**src/rtl/uart_fifo_ctrl_pkg.sv**
```systemverilog
// Shared register map, STATUS/CTRL bit positions and sequencer state types
// for the UART FIFO controller.
package uart_fifo_ctrl_pkg;

  localparam logic [1:0] ADDR_DATA   = 2'd0;
  localparam logic [1:0] ADDR_STATUS = 2'd1;
  localparam logic [1:0] ADDR_CTRL   = 2'd2;
  localparam logic [1:0] ADDR_CLKDIV = 2'd3;

  localparam int unsigned ST_TX_FULL   = 0;
  localparam int unsigned ST_TX_EMPTY  = 1;
  localparam int unsigned ST_RX_FULL   = 2;
  localparam int unsigned ST_RX_EMPTY  = 3;
  localparam int unsigned ST_TX_OVF    = 4;
  localparam int unsigned ST_RX_OVF    = 5;
  localparam int unsigned ST_TX_ACTIVE = 6;

  localparam int unsigned CT_IE_RX     = 0;
  localparam int unsigned CT_IE_TX     = 1;
  localparam int unsigned CT_IE_ERR    = 2;
  localparam int unsigned CT_CFG_LSB   = 3;

  typedef enum logic [1:0] {
    TX_IDLE,
    TX_START,
    TX_WAIT_HI,
    TX_WAIT_LO
  } tx_state_e;

  typedef enum logic {
    RX_IDLE,
    RX_DRAIN
  } rx_state_e;

endpackage

```
**src/rtl/uart_fifo_ctrl_sync_fifo.sv**
```systemverilog
// Synchronous FIFO with wrap-bit pointers; push at full and pop at empty
// are ignored, decided on the pre-edge flags.
module sync_fifo #(
  parameter int unsigned W  = 8,
  parameter int unsigned AW = 3
) (
  input  logic          clk_i,
  input  logic          rst_i,
  input  logic          push_i,
  input  logic [W-1:0]  data_i,
  input  logic          pop_i,
  output logic          full_o,
  output logic          empty_o,
  output logic [AW:0]   count_o,
  output logic [W-1:0]  head_o
);

  localparam int unsigned DEPTH = 1 << AW;

  logic [W-1:0] mem_q [DEPTH];
  logic [AW:0]  wr_q, rd_q;
  logic         do_push, do_pop;

  assign count_o = wr_q - rd_q;
  assign empty_o = (wr_q == rd_q);
  assign full_o  = (wr_q[AW] != rd_q[AW]) && (wr_q[AW-1:0] == rd_q[AW-1:0]);
  assign head_o  = mem_q[rd_q[AW-1:0]];
  assign do_push = push_i && !full_o;
  assign do_pop  = pop_i && !empty_o;

  always_ff @(posedge clk_i or posedge rst_i) begin
    if (rst_i) begin
      wr_q <= '0;
      rd_q <= '0;
    end else begin
      if (do_push) wr_q <= wr_q + {{AW{1'b0}}, 1'b1};
      if (do_pop)  rd_q <= rd_q + {{AW{1'b0}}, 1'b1};
    end
  end

  // Storage needs no reset: resetting the pointers discards the contents.
  always_ff @(posedge clk_i) begin
    if (do_push) mem_q[wr_q[AW-1:0]] <= data_i;
  end

endmodule

```
**src/rtl/uart_fifo_ctrl.sv**
```systemverilog
// Bus-facing UART sequencer: TX/RX byte FIFOs, core write/busy and
// ready/ack handshakes, baud/frame configuration and a level interrupt.
module uart_fifo_ctrl
  import uart_fifo_ctrl_pkg::*;
#(
  parameter int unsigned CLK_WIDTH = 16,
  parameter int unsigned FIFO_AW   = 3
) (
  input  logic                 clk,
  input  logic                 reset,
  input  logic                 stb,
  output logic                 ack,
  input  logic                 we,
  input  logic [1:0]           addr,
  input  logic [31:0]          dtw,
  output logic [31:0]          dtr,
  output logic                 irq,
  output logic [7:0]           u_data_o,
  output logic                 u_write_o,
  input  logic                 u_busy_i,
  input  logic [7:0]           u_data_i,
  input  logic                 u_ready_i,
  output logic                 u_ack_o,
  output logic [CLK_WIDTH-1:0] u_clkdiv_o,
  output logic [2:0]           u_cfg_o
);

  tx_state_e            tx_state_q, tx_state_d;
  rx_state_e            rx_state_q, rx_state_d;
  logic                 tx_ovf_q, tx_ovf_d;
  logic                 rx_ovf_q, rx_ovf_d;
  logic [5:0]           ctrl_q, ctrl_d;
  logic [CLK_WIDTH-1:0] clkdiv_q, clkdiv_d;
  logic                 irq_q, irq_d;

  logic                 bus_data_wr, bus_data_rd, bus_stat_wr, bus_ctrl_wr, bus_div_wr;
  logic                 tx_full, tx_empty, tx_pop, tx_active;
  logic                 rx_full, rx_empty, rx_push;
  logic [FIFO_AW:0]     tx_count, rx_count;
  logic [7:0]           tx_head, rx_head;
  logic                 unused_dtw;

  assign bus_data_wr = stb && we  && (addr == ADDR_DATA);
  assign bus_data_rd = stb && !we && (addr == ADDR_DATA);
  assign bus_stat_wr = stb && we  && (addr == ADDR_STATUS);
  assign bus_ctrl_wr = stb && we  && (addr == ADDR_CTRL);
  assign bus_div_wr  = stb && we  && (addr == ADDR_CLKDIV);
  assign unused_dtw  = ^dtw;

  assign tx_pop    = (tx_state_q == TX_START);
  assign tx_active = (tx_state_q != TX_IDLE);
  assign rx_push   = (rx_state_q == RX_IDLE) && u_ready_i;

  sync_fifo #(.W(8), .AW(FIFO_AW)) u_tx_fifo (
    .clk_i   (clk),
    .rst_i   (reset),
    .push_i  (bus_data_wr),
    .data_i  (dtw[7:0]),
    .pop_i   (tx_pop),
    .full_o  (tx_full),
    .empty_o (tx_empty),
    .count_o (tx_count),
    .head_o  (tx_head)
  );

  sync_fifo #(.W(8), .AW(FIFO_AW)) u_rx_fifo (
    .clk_i   (clk),
    .rst_i   (reset),
    .push_i  (rx_push),
    .data_i  (u_data_i),
    .pop_i   (bus_data_rd),
    .full_o  (rx_full),
    .empty_o (rx_empty),
    .count_o (rx_count),
    .head_o  (rx_head)
  );

  always_comb begin
    tx_state_d = tx_state_q;
    case (tx_state_q)
      TX_IDLE:    if (!tx_empty && !u_busy_i) tx_state_d = TX_START;
      TX_START:   tx_state_d = TX_WAIT_HI;
      TX_WAIT_HI: if (u_busy_i) tx_state_d = TX_WAIT_LO;
      TX_WAIT_LO: if (!u_busy_i) tx_state_d = TX_IDLE;
      default:    tx_state_d = TX_IDLE;
    endcase

    // DRAIN blocks a second capture while the core still holds ready.
    rx_state_d = rx_state_q;
    case (rx_state_q)
      RX_IDLE:  if (u_ready_i) rx_state_d = RX_DRAIN;
      RX_DRAIN: if (!u_ready_i) rx_state_d = RX_IDLE;
      default:  rx_state_d = RX_IDLE;
    endcase
  end

  always_comb begin
    tx_ovf_d = tx_ovf_q;
    rx_ovf_d = rx_ovf_q;
    if (bus_stat_wr && dtw[ST_TX_OVF]) tx_ovf_d = 1'b0;
    if (bus_stat_wr && dtw[ST_RX_OVF]) rx_ovf_d = 1'b0;
    if (bus_data_wr && tx_full) tx_ovf_d = 1'b1;
    if (rx_push && rx_full)     rx_ovf_d = 1'b1;

    ctrl_d   = bus_ctrl_wr ? dtw[5:0] : ctrl_q;
    clkdiv_d = bus_div_wr ? dtw[CLK_WIDTH-1:0] : clkdiv_q;

    irq_d = (ctrl_q[CT_IE_RX] && !rx_empty)
          || (ctrl_q[CT_IE_TX] && tx_empty && !tx_active)
          || (ctrl_q[CT_IE_ERR] && (tx_ovf_q || rx_ovf_q));
  end

  always_ff @(posedge clk or posedge reset) begin
    if (reset) begin
      tx_state_q <= TX_IDLE;
      rx_state_q <= RX_IDLE;
      tx_ovf_q   <= 1'b0;
      rx_ovf_q   <= 1'b0;
      ctrl_q     <= '0;
      clkdiv_q   <= '0;
      irq_q      <= 1'b0;
    end else begin
      tx_state_q <= tx_state_d;
      rx_state_q <= rx_state_d;
      tx_ovf_q   <= tx_ovf_d;
      rx_ovf_q   <= rx_ovf_d;
      ctrl_q     <= ctrl_d;
      clkdiv_q   <= clkdiv_d;
      irq_q      <= irq_d;
    end
  end

  always_comb begin
    dtr = '0;
    case (addr)
      ADDR_DATA: dtr[7:0] = rx_empty ? 8'h00 : rx_head;
      ADDR_STATUS: begin
        dtr[6:0]   = {tx_active, rx_ovf_q, tx_ovf_q, rx_empty, rx_full, tx_empty, tx_full};
        dtr[11:8]  = 4'(tx_count);
        dtr[15:12] = 4'(rx_count);
      end
      ADDR_CTRL:   dtr[5:0] = ctrl_q;
      ADDR_CLKDIV: dtr[CLK_WIDTH-1:0] = clkdiv_q;
      default:     dtr = '0;
    endcase
  end

  assign ack        = 1'b1;
  assign irq        = irq_q;
  assign u_data_o   = tx_head;
  assign u_write_o  = tx_pop;
  assign u_ack_o    = rx_push;
  assign u_clkdiv_o = clkdiv_q;
  assign u_cfg_o    = ctrl_q[5:CT_CFG_LSB];

endmodule

```
**config.mk**
```make
export PLATFORM = sky130hd
export DESIGN_NAME = uart_fifo_ctrl
export DESIGN_NICKNAME = d
export VERILOG_FILES = /design/src/rtl/uart_fifo_ctrl_pkg.sv /design/src/rtl/uart_fifo_ctrl_sync_fifo.sv /design/src/rtl/uart_fifo_ctrl.sv
export SDC_FILE = /design/constraint.sdc
export NUM_CORES = 1
export LEC_CHECK = 0
export ABC_AREA = 1
export CORE_ASPECT_RATIO = 1.2
export CORE_MARGIN = 1
export CORE_UTILIZATION = 59
export CTS_CLUSTER_SIZE = 40
export DETAILED_ROUTE_END_ITERATION = 8
export GPL_ROUTABILITY_DRIVEN = 0
export PLACE_DENSITY_LB_ADDON = 0.3
export SLEW_MARGIN = 25
export SYNTH_ARGS = -nofsm -noshare
export SYNTH_HDL_FRONTEND = slang
export SYNTH_HIERARCHICAL = 1
export SYNTH_SLANG_ARGS = --single-unit
```
**constraint.sdc**
```tcl
create_clock -name clk -period 4.37 [get_ports clk]
set_input_delay 0.437 -clock clk [delete_from_list [all_inputs] [get_ports clk]]
set_output_delay 0.437 -clock clk [all_outputs]
set_load 0.03 [all_outputs]
```
==> results.yml, run 1 <==
clocking:
  cts_num_sinks: 172
  ctsHoldBuffers: 0
  cts_tree: "built"
  clockBufferDepth: 2
  clock_latency_ns: 0.44
  h-tree-depth: 4
  root_buffer: "clkbuf_16"
  post_cts_buffers: 0
  clk_transition_reported_paths_ns: 0.07
  cts_made_buffers: 17
  cts-resized-gates: 0
synthesis:
  synthCells: 979
  seq_area_frac_synth: 0.5672
  synthTopCellsByArea: "edfxtp_1 44%, nand2_1 15%, dfrtp_1 13%"
  synth_compound_area_frac: 0.02526
  yosys_warnings: 6
  ys.flop_type: "edfxtp_1"
  synth_top_family_by_area: "simple AND/OR/NAND/NOR gates"
  synth_common_cells: "353 x nand2_1, 175 x inv_1, 128 x edfxtp_1, 100 x nand3_1, 44 x dfrtp_1"
  syn-cell-area_mm2: 0.008718
  synth_edf_count: 128
  synth-seq-cells: 172
  yosysTopAreaCellShare: 0.4409
  synth-simple-area-share: 0.2435
  yosysMostFrequentCell: "nand2_1"
  syn_area_per_cell_um2: 8.905
  synth_fa_ha_area_frac: 0.03186
  synthDistinctLibCells: 32
  postSynth.asyncResetShare: 0.2558
  yosys.area.top_type: "edfxtp_1"
  synth_xor_area_frac: 0.006028
  yosys-mux-area-fraction: 0
timing:
  setup_tns_ns: 0
  finalCriticalPeriod_ns: 3.912
  setup_ws_ns: 0.4584
  max_freq_ghz: 0.2556
  relSlewSlack: 0.3358
  max_slew.worst_pin.slew_ns: 0.9927
  fin_crit_sh: 0.8951
  setup_violations: 0
  maxSlewViolCount: 0
  grt_setup_unrepaired: "no"
  hold_viol_final: 0
  clock_skew_ns: 0.009107
outcome:
  status: "complete, no violations"
global_route:
  grt_first_pass_wirelength_um: 29730
  track_usage: 0.2592
  grt_overflow: 0
  antenna_found_initial: 0
  grt_pass1_vias: 6064
  grt_start_max_net_pins: 38
finish:
  area_delta_synth_final_pct: 14.61
  drive_gt1_frac: 0.06433
  antenna_cells: 0
  nets: 1113
place:
  pre_cts_slack_ns: 0.9317
  hpwl_um: 12590
  io_buffers: 77
floorplanning:
  core_mm2: 0.01441
  io_pins: 111
  rows: 48
  die_x_um: 113.0
  die_area_mm2: 0.01527
  fp.dieH_um: 135.2
  initial_core_util: 0.6049
route:
  viasPerCell: 5.121
  ant_nets: 0
  wl_um: 18450
  dr_total_vias: 6309
  drt_first_pass_iters: 5
  drt_iter0_drc: 412
  wl_per_cell_um: 14.98
  drc_errors: 0
critical_path:
  critPathMostFrequentCell: "nand2_1"
  cp.buffers_inverters: 3
  crit_path_max_incr_delay_ns: 0.67
  arrival_ns: 3.47
  cp_cell_sequence: "clkinv_1 -> ha_1 -> nand2_1 -> nor2_4 -> nand2_2 -> inv_1 -> nand2_1 -> nand3_1 -> nand2_1 -> nand2_1 -> clkdlybuf4s50_1"
  cp_max_fo: 13
  start_kind: "flip-flop"
  cp.required_ns: 3.93
  crit_type: "flip-flop to primary output"
  cp_top_family: "buffers and inverters"
  crit_path_end_kind: "primary output"
  critical_path.slowest_cell: "clkdlybuf4s50_1"
pwr:
  power_density_mw_per_mm2: 601.6
  leakage_nw: 4.784
  irDropWorstVdd_mv: 0.3871
worst_hold_path:
  min_path_type: "input pin to async pin"
run:
  drv_cap: 0
## layout by cell type, fill, tap and decap left out, types with 4 or more instances in the layout
cell             count
buf_4                6
conb_1              17
xor2_1               4
nor2_1              30
ha_1                19
nand3_1            100
clkdlybuf4s50_1     77
nand2_2              6
nand2_1            353
edfxtp_1           128
nand4_1              4
clkbuf_16           17
nand2_4              4
dfrtp_1             44
o21ai_0             23
inv_6                6
inv_1              174
a21oi_2              7
a21oi_1              4
## final timing paths
path | endpoint | from | cells past startpoint | slack [ns]
max | dtr[1] | u_tx_fifo/rd_q[2] | 11 | 0.46
min | u_rx_fifo/rd_q[2] | reset | 2 | 0.36
max reg2reg | u_tx_fifo/mem_q[2][0] | u_tx_fifo/rd_q[2] | 7 | 1.38
min reg2reg | u_clkdiv_o[6] | u_clkdiv_o[6] | 2 | 0.51
max in group asynchronous | u_clkdiv_o[1] | reset | 2 | 3.49
min in group clk | rx_state_q | u_ready_i | 1 | 0.47
## registers in the layout, summed over array words and instances (netlist names)
signal and count:
tx_state_q 2, ctrl_q 6, rx_ovf_q 1, u_tx_fifo/mem_q 64, tx_ovf_q 1, u_rx_fifo/rd_q 4, irq 1, u_rx_fifo/wr_q 4
u_tx_fifo/wr_q 4, u_tx_fifo/rd_q 4, rx_state_q 1, u_rx_fifo/mem_q 64, u_clkdiv_o 16
## routing by layer
metal	share of wire	vias up	global-route usage
met4	0.024	0	0.1031
met5	0	-	0
met1	0.38	2947	0.2974
met3	0.049	43	0.05235
li1	-	3143	-
met2	0.54	176	0.4750
## layout make-up
| class | instances | area [um2] |
|---|---|---|
| Sequential cell | 172 | 4945 |
| Fill cell | 1098 | 4422 |
| Multi-Input combinational cell | 588 | 2738 |
| Timing Repair Buffer | 83 | 815.8 |
| Inverter | 182 | 690.7 |
| Clock buffer | 17 | 425.4 |
| Tap cell | 175 | 219.0 |
| Clock inverter | 15 | 158.9 |
## where the power goes
part | internal [mW] | switching, mW
combinational | 0.841 | 1.58
sequential | 1.93 | 0.177
clock | 0.849 | 0.641
total | 3.62 | 2.40
## worst reg2reg max path, stage by stage, from the launching register on
cell and delay, ns:
dfrtp_1 0.63, clkinv_1 0.42, ha_1 0.45, nand2_1 0.14
nor2_4 0.06, nand2_4 0.11, nand3_2 0.11, nor2_1 0.69
## per-stage QoR
stage,power [mW],util,area [um2],hold slack (ns),std cells
finish,6.011,0.6932,9992,0.3640,1232
global route,6.374,0.6932,9992,0.3789,1232
floorplan,3.912,-,8775,0.2527,994
detailed placement,4.532,0.6527,9408,0.4880,1200
global placement,4.475,0.6527,9408,0.4865,1200
CTS,6.022,0.6932,9992,0.3662,1232
## logic make-up after synthesis
kind of cell / Yosys count
xor gates and xnor gates: 6
and+or+nand+nor: 507
buffers and inverters: 234
adders and majority gates: 21
DFF: 172
AOI/OAI and AO/OA: 37
other: 2
Note: power is estimated with default switching activity, not from simulation.
==> run 2: changes to the inputs <==
--- a/config.mk
+++ b/config.mk
@@ -13,6 +13,7 @@
 export DETAILED_ROUTE_END_ITERATION = 8
 export GPL_ROUTABILITY_DRIVEN = 0
 export PLACE_DENSITY_LB_ADDON = 0.3
+export SKIP_CTS_REPAIR_TIMING = 1
 export SLEW_MARGIN = 25
 export SYNTH_ARGS = -nofsm -noshare
 export SYNTH_HDL_FRONTEND = slang
==> results of run 2 <==
Same layout as run 1: the final DEF is identical, and so are final timing and power.
